==> src/rtl/video_sched_pkg.sv <==
// Shared definitions for the composite line scheduler: sequencer states, stage indices and the
// default number of rendered lines per field.
package video_sched_pkg;

  localparam int unsigned STAGE_L0            = 0;
  localparam int unsigned STAGE_L1            = 1;
  localparam int unsigned STAGE_SPR           = 2;
  localparam int unsigned NUM_STAGES          = 3;
  localparam int unsigned DEFAULT_FIELD_LINES = 240;

  typedef enum logic [2:0] {
    StIdle,
    StStart0,
    StWait0,
    StStart1,
    StWait1,
    StStart2,
    StWait2,
    StLineDone
  } sched_state_e;

endpackage

==> src/rtl/composite_line_scheduler_if.sv <==
// Timing-generator strobes, renderer handshake and status outputs of the line scheduler.
// slave: the scheduler; master: whatever drives the strobes and observes the results.
interface composite_line_scheduler_if
  import video_sched_pkg::*;
#(
  parameter int unsigned LINE_W = 10
);
  logic                  next_frame;
  logic                  next_line;
  logic                  vblank_pulse;
  logic                  current_field;
  logic                  interlaced;
  logic [NUM_STAGES-1:0] layer_en;
  logic [NUM_STAGES-1:0] render_done;
  logic                  irq_ack;
  logic [NUM_STAGES-1:0] render_start;
  logic                  render_abort;
  logic [LINE_W-1:0]     render_line;
  logic                  line_buf_sel;
  logic                  busy;
  logic                  overrun;
  logic                  vblank_irq;

  modport master (
    output next_frame, next_line, vblank_pulse, current_field, interlaced, layer_en,
           render_done, irq_ack,
    input  render_start, render_abort, render_line, line_buf_sel, busy, overrun, vblank_irq
  );

  modport slave (
    input  next_frame, next_line, vblank_pulse, current_field, interlaced, layer_en,
           render_done, irq_ack,
    output render_start, render_abort, render_line, line_buf_sel, busy, overrun, vblank_irq
  );

endinterface

==> src/rtl/scheduler_line_counter.sv <==
// Line index and remaining-line counter for one field; load restarts the field, step moves to
// the next rendered line (by two in interlaced mode).
module scheduler_line_counter
  import video_sched_pkg::*;
#(
  parameter int unsigned FIELD_LINES = DEFAULT_FIELD_LINES,
  parameter int unsigned LINE_W      = 10
) (
  input  logic              clk,
  input  logic              rst,
  input  logic              load_i,
  input  logic              step_i,
  input  logic              interlaced_i,
  input  logic              current_field_i,
  output logic [LINE_W-1:0] render_line_o,
  output logic              lines_left_nz_o
);

  localparam int unsigned CntW = (FIELD_LINES > 1) ? $clog2(FIELD_LINES) : 1;

  logic [LINE_W-1:0] render_line_q, render_line_d;
  logic [CntW-1:0]   lines_left_q, lines_left_d;

  always_comb begin
    render_line_d = render_line_q;
    lines_left_d  = lines_left_q;
    if (load_i) begin
      // Odd field starts on line 1 only when fields carry distinct lines.
      render_line_d = interlaced_i ? LINE_W'(current_field_i) : '0;
      lines_left_d  = CntW'(FIELD_LINES - 1);
    end else if (step_i) begin
      render_line_d = render_line_q + (interlaced_i ? LINE_W'(2) : LINE_W'(1));
      lines_left_d  = lines_left_q - CntW'(1);
    end
  end

  always_ff @(posedge clk or posedge rst) begin
    if (rst) begin
      render_line_q <= '0;
      lines_left_q  <= '0;
    end else begin
      render_line_q <= render_line_d;
      lines_left_q  <= lines_left_d;
    end
  end

  assign render_line_o   = render_line_q;
  assign lines_left_nz_o = (lines_left_q != '0);

endmodule

==> src/rtl/composite_line_scheduler.sv <==
// Per-line render sequencer: walks layer0 -> layer1 -> sprites through a start/done handshake,
// swaps the double-buffered line store and flags lines that were not finished in time.
module composite_line_scheduler
  import video_sched_pkg::*;
#(
  parameter int unsigned FIELD_LINES = DEFAULT_FIELD_LINES,
  parameter int unsigned LINE_W      = 10
) (
  input logic                       clk,
  input logic                       rst,
  composite_line_scheduler_if.slave bus
);

  sched_state_e          state_q, state_d;
  logic                  buf_sel_q, buf_sel_d;
  logic                  irq_q, irq_d;
  logic                  lines_left_nz;
  logic                  load, step, busy, line_trig;
  logic                  abort, overrun;
  logic [NUM_STAGES-1:0] start;
  logic [LINE_W-1:0]     render_line;

  always_comb begin
    state_d   = state_q;
    buf_sel_d = buf_sel_q;
    start     = '0;
    abort     = 1'b0;
    overrun   = 1'b0;
    load      = 1'b0;
    step      = 1'b0;
    busy      = (state_q != StIdle) && (state_q != StLineDone);
    line_trig = bus.next_line && !bus.next_frame && (lines_left_nz || (state_q != StIdle));

    // A disabled stage spends its single START cycle without a pulse and moves on.
    case (state_q)
      StStart0: begin
        start[STAGE_L0] = bus.layer_en[STAGE_L0];
        state_d         = bus.layer_en[STAGE_L0] ? StWait0 : StStart1;
      end
      StWait0: if (bus.render_done[STAGE_L0]) state_d = StStart1;
      StStart1: begin
        start[STAGE_L1] = bus.layer_en[STAGE_L1];
        state_d         = bus.layer_en[STAGE_L1] ? StWait1 : StStart2;
      end
      StWait1: if (bus.render_done[STAGE_L1]) state_d = StStart2;
      StStart2: begin
        start[STAGE_SPR] = bus.layer_en[STAGE_SPR];
        state_d          = bus.layer_en[STAGE_SPR] ? StWait2 : StLineDone;
      end
      StWait2: if (bus.render_done[STAGE_SPR]) state_d = StLineDone;
      default: ;
    endcase

    // Line boundaries override the sequence; a start that would coincide with an abort is dropped.
    if (bus.next_frame) begin
      start   = '0;
      abort   = busy;
      load    = 1'b1;
      state_d = StStart0;
    end else if (line_trig) begin
      start     = '0;
      abort     = busy;
      overrun   = busy;
      buf_sel_d = ~buf_sel_q;
      if (lines_left_nz) begin
        step    = 1'b1;
        state_d = StStart0;
      end else begin
        state_d = StIdle;
      end
    end

    irq_d = bus.vblank_pulse ? 1'b1 : (bus.irq_ack ? 1'b0 : irq_q);
  end

  always_ff @(posedge clk or posedge rst) begin
    if (rst) begin
      state_q   <= StIdle;
      buf_sel_q <= 1'b0;
      irq_q     <= 1'b0;
    end else begin
      state_q   <= state_d;
      buf_sel_q <= buf_sel_d;
      irq_q     <= irq_d;
    end
  end

  scheduler_line_counter #(
    .FIELD_LINES (FIELD_LINES),
    .LINE_W      (LINE_W)
  ) u_line_counter (
    .clk             (clk),
    .rst             (rst),
    .load_i          (load),
    .step_i          (step),
    .interlaced_i    (bus.interlaced),
    .current_field_i (bus.current_field),
    .render_line_o   (render_line),
    .lines_left_nz_o (lines_left_nz)
  );

  assign bus.render_start = start;
  assign bus.render_abort = abort;
  assign bus.render_line  = render_line;
  assign bus.line_buf_sel = buf_sel_q;
  assign bus.busy         = busy;
  assign bus.overrun      = overrun;
  assign bus.vblank_irq   = irq_q;

endmodule
==> src/flat_wrapper.sv <==
// flat-port wrapper written by rule: the top's interface ports become plain ports
module composite_line_scheduler_flat import video_sched_pkg::*;
#(
  parameter int unsigned FIELD_LINES = DEFAULT_FIELD_LINES,
  parameter int unsigned LINE_W      = 10
)
  (clk, rst, bus_next_frame, bus_next_line, bus_vblank_pulse, bus_current_field, bus_interlaced, bus_layer_en, bus_render_done, bus_irq_ack, bus_render_start, bus_render_abort, bus_render_line, bus_line_buf_sel, bus_busy, bus_overrun, bus_vblank_irq);
  composite_line_scheduler_if #(.LINE_W(LINE_W)) bus_i ();
  input logic clk;
  input logic rst;
  input wire logic [$bits(bus_i.next_frame)-1:0] bus_next_frame;
  input wire logic [$bits(bus_i.next_line)-1:0] bus_next_line;
  input wire logic [$bits(bus_i.vblank_pulse)-1:0] bus_vblank_pulse;
  input wire logic [$bits(bus_i.current_field)-1:0] bus_current_field;
  input wire logic [$bits(bus_i.interlaced)-1:0] bus_interlaced;
  input wire logic [$bits(bus_i.layer_en)-1:0] bus_layer_en;
  input wire logic [$bits(bus_i.render_done)-1:0] bus_render_done;
  input wire logic [$bits(bus_i.irq_ack)-1:0] bus_irq_ack;
  output wire logic [$bits(bus_i.render_start)-1:0] bus_render_start;
  output wire logic [$bits(bus_i.render_abort)-1:0] bus_render_abort;
  output wire logic [$bits(bus_i.render_line)-1:0] bus_render_line;
  output wire logic [$bits(bus_i.line_buf_sel)-1:0] bus_line_buf_sel;
  output wire logic [$bits(bus_i.busy)-1:0] bus_busy;
  output wire logic [$bits(bus_i.overrun)-1:0] bus_overrun;
  output wire logic [$bits(bus_i.vblank_irq)-1:0] bus_vblank_irq;
  assign bus_i.next_frame = bus_next_frame;
  assign bus_i.next_line = bus_next_line;
  assign bus_i.vblank_pulse = bus_vblank_pulse;
  assign bus_i.current_field = bus_current_field;
  assign bus_i.interlaced = bus_interlaced;
  assign bus_i.layer_en = bus_layer_en;
  assign bus_i.render_done = bus_render_done;
  assign bus_i.irq_ack = bus_irq_ack;
  assign bus_render_start = bus_i.render_start;
  assign bus_render_abort = bus_i.render_abort;
  assign bus_render_line = bus_i.render_line;
  assign bus_line_buf_sel = bus_i.line_buf_sel;
  assign bus_busy = bus_i.busy;
  assign bus_overrun = bus_i.overrun;
  assign bus_vblank_irq = bus_i.vblank_irq;
  composite_line_scheduler #(.FIELD_LINES(FIELD_LINES), .LINE_W(LINE_W)) u_core (.clk(clk), .rst(rst), .bus(bus_i));
endmodule
==> config.mk <==
export PLATFORM = sky130hd
export DESIGN_NAME = composite_line_scheduler_flat
export DESIGN_NICKNAME = d
export VERILOG_FILES = /design/src/rtl/video_sched_pkg.sv /design/src/rtl/composite_line_scheduler_if.sv /design/src/rtl/scheduler_line_counter.sv /design/src/rtl/composite_line_scheduler.sv /design/src/flat_wrapper.sv
export SDC_FILE = /design/constraint.sdc
export NUM_CORES = 1
export LEC_CHECK = 0
export CAP_MARGIN = 20
export CORE_UTILIZATION = 30
export CTS_CLUSTER_SIZE = 24
export DETAILED_ROUTE_END_ITERATION = 8
export PLACE_DENSITY = 0.58
export SLEW_MARGIN = 20
export SYNTH_ARGS = -nofsm -noshare
export SYNTH_HDL_FRONTEND = slang
export SYNTH_SLANG_ARGS = --single-unit
==> constraint.sdc <==
create_clock -name clk -period 1.9 [get_ports clk]
set_clock_uncertainty 0.2 [all_clocks]
set_input_delay 0.38 -clock clk [delete_from_list [all_inputs] [get_ports clk]]
set_output_delay 0.38 -clock clk [all_outputs]
set_load 0.005 [all_outputs]
# Word level (Yosys, flattened, before mapping)
# Cells that the tools add are included.
# W data, S select, Z words.
dict set report classes {
  add_sub_neg 2
  muxes 30
  reduce_logical 12
  bitwise 2
  n_eq_ne 10
}
# op count
set ops {}
lappend ops {{$mux W3} 7}
lappend ops {{$mux W10} 2}
lappend ops {{$pmux W3 S6} 1}
lappend ops {{$mux W1} 17}
lappend ops {{$mux W8} 2}
lappend ops {{$reduce_bool A8 Y1} 2}
lappend ops {{$ne A4 B3 Y1 const B} 3}
lappend ops {{$add A10 B2 Y10} 1}
lappend ops {{$eq A3 B3 Y1 const B} 3}
lappend ops {{$sub A8 B1 Y8 const B} 1}
lappend ops {{$eq A3 B2 Y1 const B} 2}
lappend ops {{$reduce_and A4 Y1} 1}
lappend ops {{$reduce_bool A2 Y1} 2}
lappend ops {{$eq A3 B1 Y1 const B} 1}
lappend ops {{$logic_and A1 B1 Y1} 3}
lappend ops {{$ne A3 B3 Y1 const B} 1}
lappend ops {{$reduce_bool A3 Y1} 1}
lappend ops {{$mux W2} 1}
lappend ops {{$not A1 Y1} 2}
lappend ops {{$reduce_and A2 Y1} 1}
lappend ops {{$logic_not A1 Y1} 1}
lappend ops {{$logic_or A1 B1 Y1} 1}
dict set report word_totals {
  out_inout_bits 18
  ff_bits 23
  in_bits 14
}

# Depth between registers and ports, before layout
# Gate-level depths: netlist (run 1).
dict set report logic_depth {
  depth_word 7
  ltp_mapped 7
}

# Modules after synthesis
# Synthesis (run 1) repeated with hierarchy kept, for this count alone.
dict set report hier_totals {
  hier_cells 152
  area_unflattened_um2 1390.1
}
# mod seq_area_each_um2 area_each_um2 cells_each instances
set modules_own_cells {}
lappend modules_own_cells {scheduler_line_counter 450.4 1001.0 102 1}
lappend modules_own_cells {composite_line_scheduler 125.1 389.1 50 1}

# Least setup slack after synthesis (run 1)
# OpenSTA, ideal clock, no wires.
dict set report synth_timing {
  path_kind {register -> register}
  startpoint {register u_core.u_line_counter.lines_left_q[0]}
  endpoint {register u_core.u_line_counter.render_line_q[7] (netlist: u_core.u_line_counter.render_line_o[7])}
  arrival_ns 1.778
  required_time_ns 1.572
  setup_ns 0.128
  stages_incl_launch_ff 8
  n_path_buf 1
  synth_period_minus_slack_ns 2.105
  slack_ns -0.205
  cell_sequence {dfrtp_1 inv_1 ha_1 or3b_2 o21ai_4 buf_6 nor4_1 mux2_1}
}
dict set report synth_via {
  elab_chain_cells 6
  elab_cells_between_ends 7
}
# element line_no
set synth_rtl {}
lappend synth_rtl {{start: declaration} scheduler_line_counter.sv:22} ;# logic [CntW-1:0] lines_left_q, lines_left_d;
lappend synth_rtl {{start signal: assignment} scheduler_line_counter.sv:43} ;# lines_left_q <= lines_left_d;
lappend synth_rtl {{$reduce_bool A8 Y1 *} scheduler_line_counter.sv:48} ;# assign lines_left_nz_o = (lines_left_q != '0);
lappend synth_rtl {{$logic_or A1 B1 Y1} composite_line_scheduler.sv:32} ;# line_trig = bus.next_line && !bus.next_frame && (lines_left_nz || (state_q != StIdle));
lappend synth_rtl {{$logic_and A1 B1 Y1} composite_line_scheduler.sv:32}
lappend synth_rtl {{$mux W1 *} composite_line_scheduler.sv:60} ;# end else if (line_trig) begin
lappend synth_rtl {{$mux W1 *} composite_line_scheduler.sv:55} ;# if (bus.next_frame) begin
lappend synth_rtl {{$reduce_bool A2 Y1 (no line) *} n/a}
lappend synth_rtl {{end signal: assignment} scheduler_line_counter.sv:42} ;# render_line_q <= render_line_d;
lappend synth_rtl {{end: declaration} scheduler_line_counter.sv:21} ;# logic [LINE_W-1:0] render_line_q, render_line_d;
# Mark *: on every way between the ends. The rest lies on a longest branch, timed or not.
# A chain may end at the register's enable or synchronous reset.

# Worst setup path in the final report (run 1)
dict set report layout_timing {
  startpoint {register u_core.u_line_counter.lines_left_q[1]}
  endpoint {output bus_render_start[1]}
}
dict set report layout_via {
  elab_chain_cells 5
}
# element line_no
set layout_rtl {}
lappend layout_rtl {{$reduce_bool A8 Y1} scheduler_line_counter.sv:48}
lappend layout_rtl {{$logic_or A1 B1 Y1} composite_line_scheduler.sv:32}
lappend layout_rtl {{$logic_and A1 B1 Y1} composite_line_scheduler.sv:32}
lappend layout_rtl {{$mux W3} composite_line_scheduler.sv:60}
lappend layout_rtl {{$mux W3} composite_line_scheduler.sv:55}
lappend layout_rtl {{end: declaration} flat_wrapper.sv:19} ;# output wire logic [$bits(bus_i.render_start)-1:0] bus_render_start;
# Every way passes these cells.

==> results.toml, run 1 <==
[sta]
layout_setup_ws_ns = -0.461
drv_slew = 0
maxSlewHeadroom_pct = 74.0
period_needed_ns = 2.36
holdWs_ns = 0.248
setup_tns_ns = -5.65
tightestPinTransition_ns = 0.384
max_freq_mhz = 423
fin_crit_sh_pct = 124
rsz0062_at_grt = "true"
final_hold_viol_count = 0
setup_viol = 22

[place]
dp.cells = 261
port_buffers = 31
placedInstanceArea_sq_um = 2020
hpwlAfterDp_mm = 2.77
place.gp.congestion = 0.789
dp_slack_ns = -0.616

[finish]
multi_input_area_sq_um = 947
drive_gt1_share_pct = 42.9
insertedDiodeCount = 0
nets = 250
final_cell_area_sq_um = 2380
area_growth_pct = 69.8
finalCoreUtilization_pct = 53.9
fillers = 374
final_common_cell = "buf_4"
fin_cells = 283
final_cell_mix = "buf_4 (40), dfrtp_1 (23), clkdlybuf4s50_1 (21), nand2_1 (14), buf_6 (12)"
seq_area_sq_um = 576

[min_path]
worstHoldPathType = "input port to asynchronous set/reset pin"

[global_route]
grt-busiest-layer = "met2"
met3_usage_pct = 3.32
overflow = 0
antenna_found_initial = 0
grt_util_met2_pct = 29.4
grt_first_pass_wirelength_mm = 6.78
track_usage_pct = 17.0
grt_use_met1_pct = 21.1
grt_max_degree = 24
grt_pass1_vias = 1514

[die]
rows = 24
coreArea_sq_um = 4410
die_h_microns = 70.4
io-pin-count = 32
start_util_pct = 31.8
die_area_sq_um = 4950
chipWidth_microns = 70.4

[power]
internal-power_uw = 852
p_comb_share_pct = 27.9
p_clk_share_pct = 26.2
p_sw_share_pct = 27.6
p_switching_uw = 324
finalPower_mw = 1.18
ir_worst_vdd_v = 0.000341
pwr-share-seq_pct = 45.9
leakage_nw = 0.997
power_density_nw_per_um2 = 494

[routing]
drtPass1Iterations = 4
drt-wirelength-per-cell_microns = 15.1
drc = 0
first_iter_violations = 47
num_vias = 1445
ant_nets = 0
routed_wl_mm = 4.27
via_per_inst = 5.11

[clocking]
cts_tree = "done"
cts_buffers = 3
cts_buffer_depth = 2
root_buffer = "clkbuf_8"
clk_latency_ns = 0.27
cts_sinks = 23
path_clk_slew_ns = 0.08
h-tree-depth = 1

[synthesis]
synth-edff-count = 0
synthMuxAreaShare_pct = 3.03
synth_fa_ha_area_share_pct = 4.10
synth_area_per_cell_sq_um = 9.29
synth_top_family_by_area = "simple AND/OR/NAND/NOR gates"
ys_ff_latch = 23
syn-cell-area_sq_um = 1400
synth_flop_cell = "dfrtp_1"
synthCells = 151
synthArstFlopShare_pct = 100
yosysSeqAreaShare_pct = 41.0
synth_xor_area_share_pct = 5.62
ys_warn_count = 0
synth_compound_gate_area_share_pct = 15.9
synth_fp_nets = 169
yosys.area_share.simple_pct = 25.2
synth_cell_types = 46

[worst_setup_path]
path_max_fanout = 2
path_class = "flip-flop to output port"
worstSetupStartpointType = "flip-flop"
endpoint_kind = "output port"
cp_data_required_time_ns = 1.32
worstPathArrival_ns = 1.78

[outcome]
status = "finished, violations left"
violations = "negative setup slack"

[run]
drv_cap = 0
-- synthesized netlist by cell type (all sizes together) (4+ instances only) --
master	n	area (sq um)
nor2	11	41.3
xor2	5	43.8
xnor2	4	35.0
nand2	16	60.1
a21oi	10	50.1
o21ai	5	36.3
nor2b	4	25.0
dfrtp	23	576
or4	5	43.8
nand3	5	25.0
nor3	4	20.0
inv	9	33.8
clkbuf	5	18.8
-- logic make-up (layout without fill, tap and decap cells) --
kind of cell,count (synthesis),after routing
AOI/OAI and AO/OA,32,32
xor gates and xnor gates,9,9
adders and majority gates,4,4
buffers and inverters,17,97
DFF,23,23
muxes,4,4
and+or+nand+nor,62,62
-- power by group through the flow --
stage	registers (mW)	logic [mW]	clock network, mW
after floorplan	0.548	0.115	0
after global placement	0.542	0.266	0
after detailed placement	0.544	0.274	0
after CTS	0.536	0.305	0.314
after global routing	0.543	0.358	0.334
final	0.539	0.329	0.308
-- repair_timing --
item                                    CTS  global route
endpoints found under the setup margin   22            25
hold buffers                              0             0
setup buffers                            13             8
resized for setup                        52            27
pin swaps                                22            20
-- path summary, 6_finish.rpt --
check	startpoint	to	slack, ns	depth (start not counted)
max	u_core.u_line_counter.lines_left_q[1]	bus_render_start[1]	-0.46	7
min	rst	u_core.bus.vblank_irq	0.25	3
max reg2reg	u_core.u_line_counter.lines_left_q[1]	u_core.state_q[0]	-0.40	9
min reg2reg	u_core.bus.vblank_irq	u_core.bus.vblank_irq	0.29	1
max in group asynchronous	rst	u_core.state_q[0]	1.01	3
min in group clk	u_core.bus.vblank_irq	u_core.bus.vblank_irq	0.29	1
-- critical path, stage by stage, from the launching register on --
cell and delay [ns]:
dfrtp_1 0.39, inv_1 0.07, ha_2 0.18, nor3b_4 0.23, nand3_2 0.11, a21oi_2 0.18, nor4bb_2 0.20, buf_2 0.15
-- sequential cells by signal, indices dropped and copies added (netlist names) --
name	flops
u_core.bus.line_buf_sel	1
u_core.bus.vblank_irq	1
u_core.state_q	3
u_core.u_line_counter.lines_left_q	8
u_core.u_line_counter.render_line_o	10
-- area by class of cell --
type	count	area share, %
Clock buffer	4	1.89
Inverter	10	1.58
Multi-Input combinational cell	111	39.8
Sequential cell	23	24.2
Tap cell	52	2.73
Timing Repair Buffer	83	29.8
-- layer usage --
layer / part of all wire [%] / vias to the layer above
met5: 0 / -
met4: 1.5 / 0
met3: 2.3 / 8
met2: 52 / 23
met1: 44 / 709
li1: - / 705
No activity file was read; power rests on OpenSTA's default activity.
==> run 2: changes to the inputs <==
- CORE_MARGIN: unset -> 2
==> run 2 against run 1 <==
Against the previous run: the run still ends with negative setup slack left; clock-buffer cell count unchanged; register-to-register slack got worse by 0.06 ns; fmax is 1.1% lower; power increased by 2.7%; non-clock buffer count is 4 higher; combinational power increased by 9.1%; critical path type unchanged; largest power group unchanged.
==> results.toml, run 2 (synthesis results as in run 1) <==
[global_route]
grt_first_pass_wirelength_mm = 7.32
antenna_found_initial = 0
overflow = 0
met3_usage_pct = 2.92
grt_use_met1_pct = 20.9
grt_util_met2_pct = 31.6
grt_pass1_vias = 1558
grt-busiest-layer = "met2"
track_usage_pct = 17.6
grt_max_degree = 24

[worst_setup_path]
worstPathArrival_ns = 1.81
path_max_fanout = 2
cp_slowest_cell = "dfrtp_1"
endpoint_kind = "output port"
cp_data_required_time_ns = 1.32
worst-path-stages = 7
r2r-end = "u_core.state_q[0]"
cp_cell_sequence = "inv_1 > ha_2 > nor3b_4 > nand3_2 > a21oi_2 > nor4bb_2 > buf_2"
reg2regPathDepth = 9
crit_family = "simple AND/OR/NAND/NOR gates"
crit_buf_inv = 2
r2r_start = "u_core.u_line_counter.lines_left_q[1]"
worstSetupStartpointType = "flip-flop"
reg2reg_slack_ns = -0.46
max_stage_delay_ns = 0.39
path_class = "flip-flop to output port"

[sta]
drv_slew = 0
max_freq_mhz = 419
period_needed_ns = 2.39
setup_viol = 21
rsz0062_at_grt = "true"
fin_crit_sh_pct = 126
layout_setup_ws_ns = -0.489
maxSlewHeadroom_pct = 75.9
holdWs_ns = 0.244
final_hold_viol_count = 0
tightestPinTransition_ns = 0.362

[finish]
drive_gt1_share_pct = 47.7
final_common_cell = "buf_4"
insertedDiodeCount = 0
final_cell_mix = "buf_4 (38), dfrtp_1 (23), clkdlybuf4s50_1 (21), buf_6 (19), nand2_1 (12)"
largest_register_ffs = 10
nets = 254
area_growth_pct = 75.9

[power]
power_density_nw_per_um2 = 490
leakage_nw = 1.03
finalPower_mw = 1.21
ir_worst_vdd_v = 0.000383

[outcome]
violations = "negative setup slack"
status = "finished, violations left"

[die]
io-pin-count = 32
start_util_pct = 31.8
coreArea_sq_um = 4410
die_h_microns = 72.4
rows = 24
chipWidth_microns = 72.4
die_area_sq_um = 5240

[routing]
drtPass1Iterations = 4
ant_nets = 0
via_per_inst = 5.33
drt-wirelength-per-cell_microns = 16.3
routed_wl_mm = 4.68
drc = 0
first_iter_violations = 94
num_vias = 1531

[clocking]
cts_buffer_depth = 2
clk_latency_ns = 0.27
cts_sinks = 23
cts_buffers = 3
cts_tree = "done"
h-tree-depth = 1
path_clk_slew_ns = 0.09
root_buffer = "clkbuf_8"

[place]
hpwlAfterDp_mm = 2.87
place.gp.congestion = 0.826
port_buffers = 31

[run]
drv_cap = 0

[min_path]
worstHoldPathType = "input port to asynchronous set/reset pin"
==> run 2: cell count changes in the layout (fill, tap and decap cells not counted), moves of 2 or more <==
cell / change
nand3_1: -2
buf_6: +7
nand2_1: -2
buf_4: -2
clkbuf_2: -2
==> run 2: report_power, final <==
group / internal [mW] / switching [mW] / total [mW]
Sequential: 0.517 / 0.0206 / 0.538
Clock: 0.150 / 0.162 / 0.312
Combinational: 0.201 / 0.157 / 0.359
==> run 2: worst max-delay path by stage <==
| stage | end | start | slack, ns |
|---|---|---|---|
| 5_1_grt | bus_render_start[1] | u_core.u_line_counter.lines_left_q[1] | -0.58 |
| 3_3_place_gp | bus_render_start[0] | bus_layer_en[0] | -0.60 |
| 6_report | bus_render_start[1] | u_core.u_line_counter.lines_left_q[1] | -0.49 |
| 3_5_place_dp | bus_render_start[0] | bus_layer_en[0] | -0.66 |
| 4_1_cts | bus_render_start[1] | u_core.u_line_counter.lines_left_q[6] | -0.42 |
| 2_1_floorplan | u_core.u_line_counter.render_line_o[7] | u_core.u_line_counter.lines_left_q[6] | -0.09 |
==> run 2: metal layers <==
| layer | wire length, microns | share of wire, % |
|---|---|---|
| met5 | 0 | 0 |
| met2 | 2520 | 54 |
| met3 | 136 | 2.9 |
| met1 | 1900 | 41 |
| met4 | 119 | 2.5 |
==> run 2: what timing repair did <==
item,in CTS,in global routing
gates resized for setup,76,23
pin swaps,29,21
buffers inserted,20,5
hold buffers,0,0
hold endpoints to repair,0,0
setup endpoints to repair,22,26
==> run 2: through the flow <==
stage | utilization (%) | instance area (sq um) | TNS, ns | instances | setup slack, ns
CTS | 54.1 | 2390 | -4.33 | 287 | -0.417
global placement | 46.1 | 2040 | -7.40 | 263 | -0.602
detailed placement | 46.1 | 2040 | -8.16 | 263 | -0.656
global route | 55.9 | 2470 | -7.68 | 287 | -0.576
floorplan | - | 1430 | -0.340 | 151 | -0.0934
finish | 55.9 | 2470 | -6.01 | 287 | -0.489
==> run 2: cell type report <==
type,instances,area [sq um]
clock buffers,4,45.0
repair buffers,87,769
fillers,367,1950
flip-flops and latches,23,576
multi-input cells,111,975
inverters,10,37.5
well taps,52,65.1
==> run 2: tightest hold or removal path, delay by kind of cell <==
kind	cells	cell delay [ns]
buffers and inverters	3	0.73
==> run 3: changes to the inputs <==
- CTS_BUF_LIST: unset -> sky130_fd_sc_hd__clkbuf_4 sky130_fd_sc_hd__clkbuf_8
==> run 3 against run 2 <==
Against the previous run: the run still ends with negative setup slack left; sequential power barely moved; via count down 0.33%; global-route usage is 0.20 points higher; worst setup slack gained 0.010 ns; final cell count stayed put; critical path type unchanged; largest cell class unchanged; largest power group unchanged; highest routed layer unchanged.
==> results.toml, run 3 (synthesis results as in run 1) <==
[sta]
layout_setup_ws_ns = -0.479
tightestPinTransition_ns = 0.367
maxSlewHeadroom_pct = 75.5
holdWs_ns = 0.247
final_hold_viol_count = 0
max_freq_mhz = 420
rsz0062_at_grt = "true"
setup_viol = 21
drv_slew = 0
period_needed_ns = 2.38
fin_crit_sh_pct = 125

[power]
power_density_nw_per_um2 = 494
leakage_nw = 1.03
ir_worst_vdd_v = 0.000384

[finish]
fillers = 368
final_cell_area_sq_um = 2470
largest_register_ffs = 10
multi_input_area_sq_um = 975
insertedDiodeCount = 0
drive_gt1_share_pct = 48.1
final_cell_mix = "buf_4 (38), dfrtp_1 (23), clkdlybuf4s50_1 (21), buf_6 (19), nand2_1 (12)"
nets = 254
seq_area_sq_um = 576
final_common_cell = "buf_4"
area_growth_pct = 76.2

[die]
die_area_sq_um = 5240
io-pin-count = 32
die_h_microns = 72.4
chipWidth_microns = 72.4
start_util_pct = 31.8
rows = 24
coreArea_sq_um = 4410

[worst_setup_path]
r2r_start = "u_core.u_line_counter.lines_left_q[1]"
r2r-end = "u_core.state_q[0]"
max_stage_delay_ns = 0.39
worstSetupStartpointType = "flip-flop"
reg2regPathDepth = 9
reg2reg_slack_ns = -0.45
cp_slowest_cell = "dfrtp_1"
endpoint_kind = "output port"
path_class = "flip-flop to output port"
crit_family = "simple AND/OR/NAND/NOR gates"
path_max_fanout = 2
worstPathArrival_ns = 1.80
cp_cell_sequence = "inv_1 > ha_2 > nor3b_4 > nand3_2 > a21oi_2 > nor4bb_2 > buf_2"
crit_buf_inv = 2
cp_data_required_time_ns = 1.32

[routing]
drc = 0
first_iter_violations = 64
num_vias = 1526
drtPass1Iterations = 4
ant_nets = 0
drt-wirelength-per-cell_microns = 16.5
routed_wl_mm = 4.75
via_per_inst = 5.32

[clocking]
path_clk_slew_ns = 0.09
h-tree-depth = 1
cts_sinks = 23
cts_tree = "done"
root_buffer = "clkbuf_8"
cts_buffers = 3
cts_buffer_depth = 2
clk_latency_ns = 0.27

[place]
placedInstanceArea_sq_um = 2040
hpwlAfterDp_mm = 2.87
dp_slack_ns = -0.656
place.gp.congestion = 0.826
port_buffers = 31

[run]
drv_cap = 0

[global_route]
overflow = 0
track_usage_pct = 17.8
grt_max_degree = 24
antenna_found_initial = 0
grt_first_pass_wirelength_mm = 7.38
grt_pass1_vias = 1560

[outcome]
status = "finished, violations left"
violations = "negative setup slack"

[min_path]
worstHoldPathType = "input port to asynchronous set/reset pin"
-- run 3: cell count changes in the layout (fill, tap and decap cells not counted) --
cell      before  now
clkbuf_4       0    1
clkbuf_1       1    0
-- run 3: routing by layer --
metal / routed length, microns / vias to the layer above / GRT usage [%] / part of all wire [%]
li1: - / 715 / - / -
met1: 1910 / 764 / 20.9 / 40
met2: 2580 / 35 / 32.8 / 54
met3: 139 / 12 / 2.64 / 2.9
met4: 123 / 0 / 6.17 / 2.6
met5: 0 / - / 0 / 0
-- run 3: final cells by class --
class | count | area share, %
well taps | 52 | 2.63
inverters | 10 | 1.52
repair buffers | 87 | 31.1
clock buffers | 4 | 1.97
multi-input cells | 111 | 39.4
flip-flops and latches | 23 | 23.3
-- run 3: where the power goes --
group	leakage [nW]	internal (mW)	switching (mW)	total (mW)
registers	0.275	0.517	0.0202	0.537
clock network	0.0262	0.164	0.160	0.325
logic	0.732	0.201	0.158	0.359
total	1.03	0.883	0.339	1.22
-- run 3: per-stage QoR --
stage | utilization (%) | std cells | total power, mW | setup TNS [ns]
global route | 56.0 | 287 | 1.28 | -7.66
detailed placement | 46.1 | 263 | 0.819 | -8.16
global placement | 46.1 | 263 | 0.812 | -7.40
finish | 56.0 | 287 | 1.22 | -5.90
CTS | 54.2 | 287 | 1.21 | -4.35
floorplan | - | 151 | 0.664 | -0.340
-- run 3: what timing repair did --
action                                  CTS  global route
gates resized for setup                  76            23
endpoints found under the setup margin   22            26
hold buffers                              0             0
cloned                                    0             0
setup buffers                            20             5
pin swaps                                29            21
-- run 3: worst max path at each step --
stage	start	endpoint	slack (ns)	depth (start not counted)
6_report	u_core.u_line_counter.lines_left_q[1]	bus_render_start[1]	-0.48	7
2_1_floorplan	u_core.u_line_counter.lines_left_q[6]	u_core.u_line_counter.render_line_o[7]	-0.09	5
3_3_place_gp	bus_layer_en[0]	bus_render_start[0]	-0.60	4
4_1_cts	u_core.u_line_counter.lines_left_q[6]	bus_render_start[1]	-0.42	5
5_1_grt	u_core.u_line_counter.lines_left_q[1]	bus_render_start[1]	-0.57	7
3_5_place_dp	bus_layer_en[0]	bus_render_start[0]	-0.66	4
-- run 3: worst reg2reg max path: stages (launching register included) --
cell and delay (ns):
dfrtp_1 0.39, inv_1 0.06, ha_2 0.19, nor3b_4 0.23, buf_4 0.17, a311oi_2 0.10
buf_4 0.15, buf_6 0.11, or4_4 0.40, a31o_2 0.24
